[config.mk]
export PLATFORM = sky130hd
export DESIGN_NAME = fb_scan_reader
export DESIGN_NICKNAME = d
export VERILOG_FILES = /design/src/rtl/fb_scan_reader.sv
export SDC_FILE = /design/constraint.sdc
export NUM_CORES = 1
export LEC_CHECK = 0
export CELL_PAD_IN_SITES_DETAIL_PLACEMENT = 0
export CELL_PAD_IN_SITES_GLOBAL_PLACEMENT = 1
export CORE_AREA = 3 3 108 110
export DETAILED_ROUTE_END_ITERATION = 10
export DIE_AREA = 0 0 111 113
export GPL_TIMING_DRIVEN = 0
export PLACE_DENSITY_LB_ADDON = 0.12
export SETUP_SLACK_MARGIN = 0.5
export SLEW_MARGIN = 20
export SYNTH_ARGS = -nofsm -noshare
export SYNTH_HDL_FRONTEND = slang
export SYNTH_SLANG_ARGS = --single-unit
[constraint.sdc]
create_clock -name clock -period 2 [get_ports clock]
set_input_delay 0.4 -clock clock [delete_from_list [all_inputs] [get_ports clock]]
set_output_delay 0.4 -clock clock [all_outputs]
set_load 0.01 [all_outputs]
[src/rtl/fb_scan_reader.sv]
// Raster-scan read engine: streams an H_PIXELS x V_LINES frame from a 1-cycle-latency RAM
// through a small output FIFO. Define SCAN_CONTINUOUS_EN for free-running frame repeat.
module fb_scan_reader #(
   parameter int DATA_WIDTH = 8,
   parameter int ADDR_WIDTH = 8,
   parameter int H_PIXELS   = 16,
   parameter int V_LINES    = 16,
   parameter int FIFO_DEPTH = 4
) (
   input  logic                  clock,
   input  logic                  reset,
   input  logic                  start,
   input  logic [ADDR_WIDTH-1:0] base_addr,
   output logic [ADDR_WIDTH-1:0] ram_addr,
   input  logic [DATA_WIDTH-1:0] ram_q,
   output logic [DATA_WIDTH-1:0] pix_data,
   output logic                  pix_valid,
   input  logic                  pix_ready,
   output logic                  pix_sof,
   output logic                  pix_eol,
   output logic                  pix_eof,
   output logic                  busy,
   output logic                  done
);
   localparam int XW = $clog2(H_PIXELS);
   localparam int YW = $clog2(V_LINES + 1);
   localparam int PW = $clog2(FIFO_DEPTH);
   localparam int CW = PW + 1;
   localparam logic [XW-1:0] X_LAST = XW'(H_PIXELS - 1);
   localparam logic [YW-1:0] Y_LAST = YW'(V_LINES - 1);

   typedef enum logic [1:0] {IDLE, ISSUE, DRAIN} state_t;
   typedef struct packed {logic sof; logic eol; logic eof;} tag_t;
   typedef struct packed {logic [DATA_WIDTH-1:0] data; tag_t tag;} entry_t;

   state_t                state;
   logic [ADDR_WIDTH-1:0] base;
   logic [ADDR_WIDTH-1:0] offset;
   logic [XW-1:0]         x;
   logic [YW-1:0]         y;
   // issue_vld: ram_addr is a real read this cycle; ret_vld: its data is on ram_q this cycle
   logic                  issue_vld;
   logic                  ret_vld;
   tag_t                  issue_tag;
   tag_t                  ret_tag;
   entry_t                fifo_mem [FIFO_DEPTH];
   logic [PW-1:0]         wr_ptr;
   logic [PW-1:0]         rd_ptr;
   logic [CW-1:0]         count;

   entry_t head;
   logic   pop;
   logic   push;
   logic   credit_ok;
   logic   last_px;

   assign head      = fifo_mem[rd_ptr];
   assign pix_valid = (count != '0);
   assign pop       = pix_valid & pix_ready;
   assign push      = ret_vld;
   // Reads still in the pipe count against FIFO space so a push can never overflow
   assign credit_ok = (count + CW'(issue_vld) + CW'(ret_vld)) < CW'(FIFO_DEPTH);
   assign last_px   = (x == X_LAST) && (y == Y_LAST);

   assign pix_data = pix_valid ? head.data    : '0;
   assign pix_sof  = pix_valid & head.tag.sof;
   assign pix_eol  = pix_valid & head.tag.eol;
   assign pix_eof  = pix_valid & head.tag.eof;

   // NOTE: FIFO storage has no reset; every output is gated by pix_valid so stale words never show.
   always_ff @(posedge clock) begin
      if (push) fifo_mem[wr_ptr] <= {ram_q, ret_tag};
   end

   always_ff @(posedge clock or posedge reset) begin
      if (reset) begin
         state     <= IDLE;
         base      <= '0;
         offset    <= '0;
         x         <= '0;
         y         <= '0;
         ram_addr  <= '0;
         issue_vld <= 1'b0;
         ret_vld   <= 1'b0;
         issue_tag <= '0;
         ret_tag   <= '0;
         wr_ptr    <= '0;
         rd_ptr    <= '0;
         count     <= '0;
         busy      <= 1'b0;
         done      <= 1'b0;
      end else begin
         ret_vld   <= issue_vld;
         ret_tag   <= issue_tag;
         issue_vld <= 1'b0;
         done      <= pop & head.tag.eof;
         if (push) wr_ptr <= wr_ptr + PW'(1);
         if (pop)  rd_ptr <= rd_ptr + PW'(1);
         count <= count + CW'(push) - CW'(pop);

         case (state)
            IDLE: begin
               // Pixel 0 is issued on the accepting edge to reach first data in 3 cycles
               if (start) begin
                  base      <= base_addr;
                  ram_addr  <= base_addr;
                  issue_vld <= 1'b1;
                  issue_tag <= {1'b1, 1'b0, 1'b0};
                  x         <= XW'(1);
                  y         <= '0;
                  offset    <= ADDR_WIDTH'(1);
                  busy      <= 1'b1;
                  state     <= ISSUE;
               end
            end
            ISSUE: begin
               if (credit_ok) begin
                  ram_addr  <= base + offset;
                  issue_vld <= 1'b1;
                  issue_tag <= {(x == '0) && (y == '0), x == X_LAST, last_px};
                  if (last_px) begin
`ifdef SCAN_CONTINUOUS_EN
                     x      <= '0;
                     y      <= '0;
                     offset <= '0;
`else
                     state  <= DRAIN;
`endif
                  end else begin
                     offset <= offset + ADDR_WIDTH'(1);
                     if (x == X_LAST) begin
                        x <= '0;
                        y <= y + YW'(1);
                     end else begin
                        x <= x + XW'(1);
                     end
                  end
               end
            end
            DRAIN: begin
               if (pop && head.tag.eof) begin
                  busy  <= 1'b0;
                  state <= IDLE;
               end
            end
            default: state <= IDLE;
         endcase
      end
   end
endmodule

==> results.yml, run 1 <==
status:
  outcome: "finished, violations left"
  violations: "negative setup slack"
floorplan:
  rows: 38
  core_mm2: 0.0108
  start_util: 0.413
  die_h_um: 113
  ios: 42
  die-area_mm2: 0.0125
  die_w_um: 111
power_and_ir_drop:
  p_leak_nw: 2.72
  power.density_mw_per_mm2: 1840
  vdd_ir_drop_max_mv: 1.04
  power_mw: 12.3
timing:
  finalCritPeriodShare: 1.13
  finalHoldViolations: 0
  worst_pin_slew_ns: 0.574
  setup_ws_ns: -0.261
  setup_viol: 11
  relSlewSlack: 0.617
  fin_worst_hold_slack_ns: 0.397
  finClkSkew_ns: 0.00658
  drv_slew: 0
  tns_ns: -2.50
  rsz0062_at_grt: "true"
  max_freq_mhz: 442
  min_period_ns: 2.26
cells_and_area:
  syn2layout_area_growth_pct: 49.4
  final_util: 0.618
  fillers: 851
  stdcell_count: 606
  diodes: 0
  final_layout_size_suffix_gt1_frac: 0.504
  fin_area_mm2: 0.00667
  final_nets: 502
cts:
  htreeDepth: 3
  numCtsBuffers: 9
  cts_buffer_depth: 2
  clkSinkCount: 96
  clk_pin_slew_ns: 0.09
  cts-root-buf: "clkbuf_8"
  cts_tree: "done"
  clock_insertion_delay_worst_skew_ns: 0.36
critical_path:
  cp_top_family: "buffers and inverters"
  cp.buffers_inverters: 4
  critical_path_arrival_ns: 1.86
  crit_type: "flip-flop to primary output"
  cpPeakStageDelay_ns: 0.45
  crit_chain: "buf_12 -> buf_12 -> buf_6 -> mux4_2 -> and2_4 -> buf_6"
  end_kind: "primary output"
  cpMaxStageDelayCell: "dfrtp_2"
  cp.required_ns: 1.60
  path_max_fanout: 5
  worst_setup_path_start_kind: "flip-flop"
routing:
  avgViaCountPerCell: 5.19
  vias: 3143
  firstDrtPassIters: 4
  antenna_left: 0
  first_iter_violations: 139
  drt-total-wl_um: 10800
  drc: 0
  routedWlPerCell_um: 17.9
global_routing:
  grt_pass1_vias: 3449
  grt_usage: 0.179
  grt_pass1_wl_um: 17700
  antenna_found_initial: 0
  grt_max_degree: 30
  grt_overflow: 0
placement:
  dp.cells: 524
  place_ws_ns: -0.210
  io_buffers: 41
  placed_cell_area_mm2: 0.00521
  dpl.hpwl_um: 6340
  place_congestion: 0.799
flow_run:
  cap_violations: 0
synth:
  yosysWarnings: 0
  synthesis.nets: 383
  netlist_instances: 342
  syn_avg_cell_area_um2: 13.0
  synth-edff-count: 44
  seq_area_frac_synth: 0.588
  ys_seq_elements: 96
  synthesis.area_mm2: 0.00446
  synthFlopType: "dfrtp_1"
  synthDistinctLibCells: 60
  async_flop_share: 0.542
hold_path:
  hp-class: "flip-flop to flip-flop"
## registers in the layout, indices dropped and copies added (netlist names)
| signal | flops |
|---|---|
| fifo_mem | 44 |
| base | 8 |
| offset | 8 |
| ram_addr | 8 |
| y | 5 |
| x | 4 |
| count | 3 |
| issue_tag | 3 |
| ret_tag | 3 |
| rd_ptr | 2 |
| state | 2 |
| wr_ptr | 2 |
| busy | 1 |
| done | 1 |
| issue_vld | 1 |
| push | 1 |
## placed cells by master, fill, tap and decap left out, types with 11 or more instances in the layout
cell type,n
nand2_1,14
clkdlybuf4s50_1,19
ha_1,11
and2_4,17
edfxtp_1,44
o21ai_2,13
buf_6,35
inv_1,15
dfrtp_1,44
mux4_2,11
buf_4,33
## routing by layer
| metal | global-route usage | share of wire |
|---|---|---|
| met1 | 0.225 | 0.43 |
| met2 | 0.317 | 0.52 |
| met3 | 0.0230 | 0.031 |
| met4 | 0.0681 | 0.017 |
| met5 | 0 | 0 |
## layout make-up
class	count	area, um2	share of cell area
Timing Repair inverter	1	16.3	0.00244
Multi-Input combinational cell	216	2280	0.342
Clock inverter	6	68.8	0.0103
Sequential cell	96	2630	0.395
Buffer	12	161	0.0242
Clock buffer	10	128	0.0191
Tap cell	140	175	0.0263
Timing Repair Buffer	107	1120	0.169
Inverter	18	83.8	0.0126
## worst paths after layout
kind / to / cells past startpoint / from / slack (ns)
max reg2reg: y[0] / 8 / count[0] / 0.04
max in group asynchronous: state[1] / 3 / reset / 1.02
min: ret_tag[1] / 0 / issue_tag[1] / 0.40
min in group asynchronous: wr_ptr[0] / 2 / reset / 0.44
min reg2reg: ret_tag[1] / 0 / issue_tag[1] / 0.40
max: pix_data[3] / 6 / rd_ptr[0] / -0.26
## worst register-to-register path, stage by stage (launching register included)
cell     delay, ns
dfrtp_1       0.40
buf_6         0.13
ha_4          0.26
a21oi_4       0.05
buf_6         0.12
or3_4         0.35
nand3_4       0.19
nor3_4        0.07
mux2_4        0.27
## timing repair
item	CTS	global route
gates cloned	6	0
hold buffers	0	0
setup endpoints to repair	106	102
pin swaps	46	21
gates resized for setup	181	54
setup buffers	48	12
## cell families after synthesis
group,after synthesis,share of synthesized area
XOR/XNOR,8,0.0157
AO/OA/AOI/OAI,72,0.105
multiplexers,22,0.0836
AND/OR/NAND/NOR,93,0.114
flip-flops,96,0.588
buffers and inverters,30,0.0314
adder cells (fa/ha/maj),21,0.0623
## synthesized netlist by cell type (4+ instances only)
cell type,count,area [um2]
nand2_1,24,90.1
edfxtp_1,44,1320
nor2_1,18,67.6
o21ai_0,22,110
dfrtp_1,52,1300
a22o_1,4,35.0
inv_1,17,63.8
nand4_1,5,31.3
mux2_2,8,90.1
a31oi_1,4,25.0
and2_1,16,100
nand3_1,7,35.0
buf_2,4,20.0
mux4_2,11,248
o31ai_1,5,37.5
ha_1,19,238
a21o_1,4,30.0
o21ai_1,4,20.0
a21oi_1,11,55.1
and3_1,4,25.0
xnor2_1,5,43.8
## power by group
| group | internal [mW] | switching (mW) |
|---|---|---|
| Combinational | 4.26 | 3.39 |
| Sequential | 2.82 | 0.516 |
| Clock | 0.586 | 0.708 |
Power figures use the tool's default switching activity.
==> run 2: changes to the inputs <==
--- a/config.mk
+++ b/config.mk
@@ -13,7 +13,7 @@
 export GPL_TIMING_DRIVEN = 0
 export PLACE_DENSITY_LB_ADDON = 0.12
 export SETUP_SLACK_MARGIN = 0.5
-export SLEW_MARGIN = 20
+export SLEW_MARGIN = 5
 export SYNTH_ARGS = -nofsm -noshare
 export SYNTH_HDL_FRONTEND = slang
 export SYNTH_SLANG_ARGS = --single-unit
==> run 2 against run 1 <==
Effect of this change:
- the run still ends with negative setup slack left
- clock power shrank 5%
- first-iteration DRC count shrank 18%
- core utilization down 1.3 points
- critical path type unchanged
- fmax is 0.41% lower
==> results.yml, run 2 (synthesis gave the netlist of run 1 again) <==
placement:
  io_buffers: 41
  place_congestion: 0.799
  dpl.hpwl_um: 6290
  dp.cells: 523
  place_ws_ns: -0.211
  placed_cell_area_mm2: 0.00519
hold_path:
  hold_path_depth: 0
  hp-class: "flip-flop to flip-flop"
routing:
  first_iter_violations: 114
  firstDrtPassIters: 4
  routedWlPerCell_um: 17.6
  antenna_left: 0
  vias: 3084
  drc: 0
  avgViaCountPerCell: 5.17
  drt-total-wl_um: 10500
cells_and_area:
  final_common_cell: "dfrtp_1"
  final_util: 0.604
  stdcell_count: 597
  diodes: 0
  final_layout_size_suffix_gt1_frac: 0.481
  fin_area_mm2: 0.00652
  largest_reg_flops: 44
  top_register: "fifo_mem"
  syn2layout_area_growth_pct: 46.2
  fillers: 843
  final_nets: 493
  layout_common_cells: "dfrtp_1 (45), edfxtp_1 (44), buf_4 (30)"
timing:
  fin_worst_hold_slack_ns: 0.402
  setup_viol: 11
  setup_ws_ns: -0.271
  worst_pin_slew_ns: 0.557
  min_period_ns: 2.27
  max_freq_mhz: 440
  finalCritPeriodShare: 1.14
  finalHoldViolations: 0
  finClkSkew_ns: 0.00851
  tns_ns: -2.60
  relSlewSlack: 0.628
  drv_slew: 0
  rsz0062_at_grt: "true"
floorplan:
  start_util: 0.413
  die_w_um: 111
  core_mm2: 0.0108
  ios: 42
  die_h_um: 113
  rows: 38
  die-area_mm2: 0.0125
global_routing:
  grt_overflow: 0
  grt_max_degree: 53
  grt_pass1_wl_um: 17100
  grt_usage: 0.173
  antenna_found_initial: 0
  grt_pass1_vias: 3356
cts:
  clk_pin_slew_ns: 0.10
  cts_buffer_depth: 2
  cts_hold_buf: 0
  cts_tree: "done"
  cts-root-buf: "clkbuf_8"
  clock_insertion_delay_worst_skew_ns: 0.36
  htreeDepth: 3
  clkSinkCount: 96
  numCtsBuffers: 9
status:
  outcome: "finished, violations left"
  violations: "negative setup slack"
power_and_ir_drop:
  power.density_mw_per_mm2: 1810
  power_mw: 11.8
  p_leak_nw: 2.64
  vdd_ir_drop_max_mv: 0.736
flow_run:
  cap_violations: 0
critical_path:
  rr_worst_depth: 9
  critical_path_arrival_ns: 1.87
  path_max_fanout: 5
  end_kind: "primary output"
  crit_type: "flip-flop to primary output"
  worst_setup_path_start_kind: "flip-flop"
  cp.required_ns: 1.60
-- run 2: worst paths after layout --
check | from | to | slack, ns
min reg2reg | issue_tag[1] | ret_tag[1] | 0.40
max reg2reg | count[0] | x[0] | 0.07
max in group asynchronous | reset | state[1] | 1.03
min in group asynchronous | reset | ret_tag[2] | 0.43
max | rd_ptr[0] | pix_data[3] | -0.27
min | issue_tag[1] | ret_tag[1] | 0.40
-- run 2: repair_timing --
item | in CTS | in global routing
cloned | 4 | 1
hold endpoints to repair | 0 | 0
resized for setup | 166 | 51
pin swaps | 49 | 27
buffers inserted | 44 | 8
endpoints found under the setup margin | 106 | 89
-- run 2: metal layers --
layer	track usage	wire, um
met5	0	0
met4	0.0706	221
met3	0.0278	328
met2	0.302	5340
met1	0.217	4640
-- run 2: power by group --
| part | leakage [nW] | internal [mW] | switching (mW) |
|---|---|---|---|
| Sequential | 1.04 | 2.82 | 0.513 |
| Clock | 0.0957 | 0.479 | 0.739 |
| Combinational | 1.51 | 4.03 | 3.20 |
-- run 2: worst max-delay path, cell delays in order, from the launching register on --
cell and delay (ns):
dfrtp_2 0.45, buf_12 0.14, buf_12 0.12, buf_6 0.11
mux4_2 0.42, and2_4 0.15, buf_6 0.11
-- run 2: cell type report --
type | count | area, um2 | share of cell area
Clock inverter | 7 | 61.3 | 0.00940
Inverter | 18 | 83.8 | 0.0129
Buffer | 12 | 153 | 0.0234
Timing Repair Buffer | 99 | 1070 | 0.164
Clock buffer | 9 | 124 | 0.0190
Multi-Input combinational cell | 216 | 2230 | 0.341
Tap cell | 140 | 175 | 0.0269
Sequential cell | 96 | 2630 | 0.403
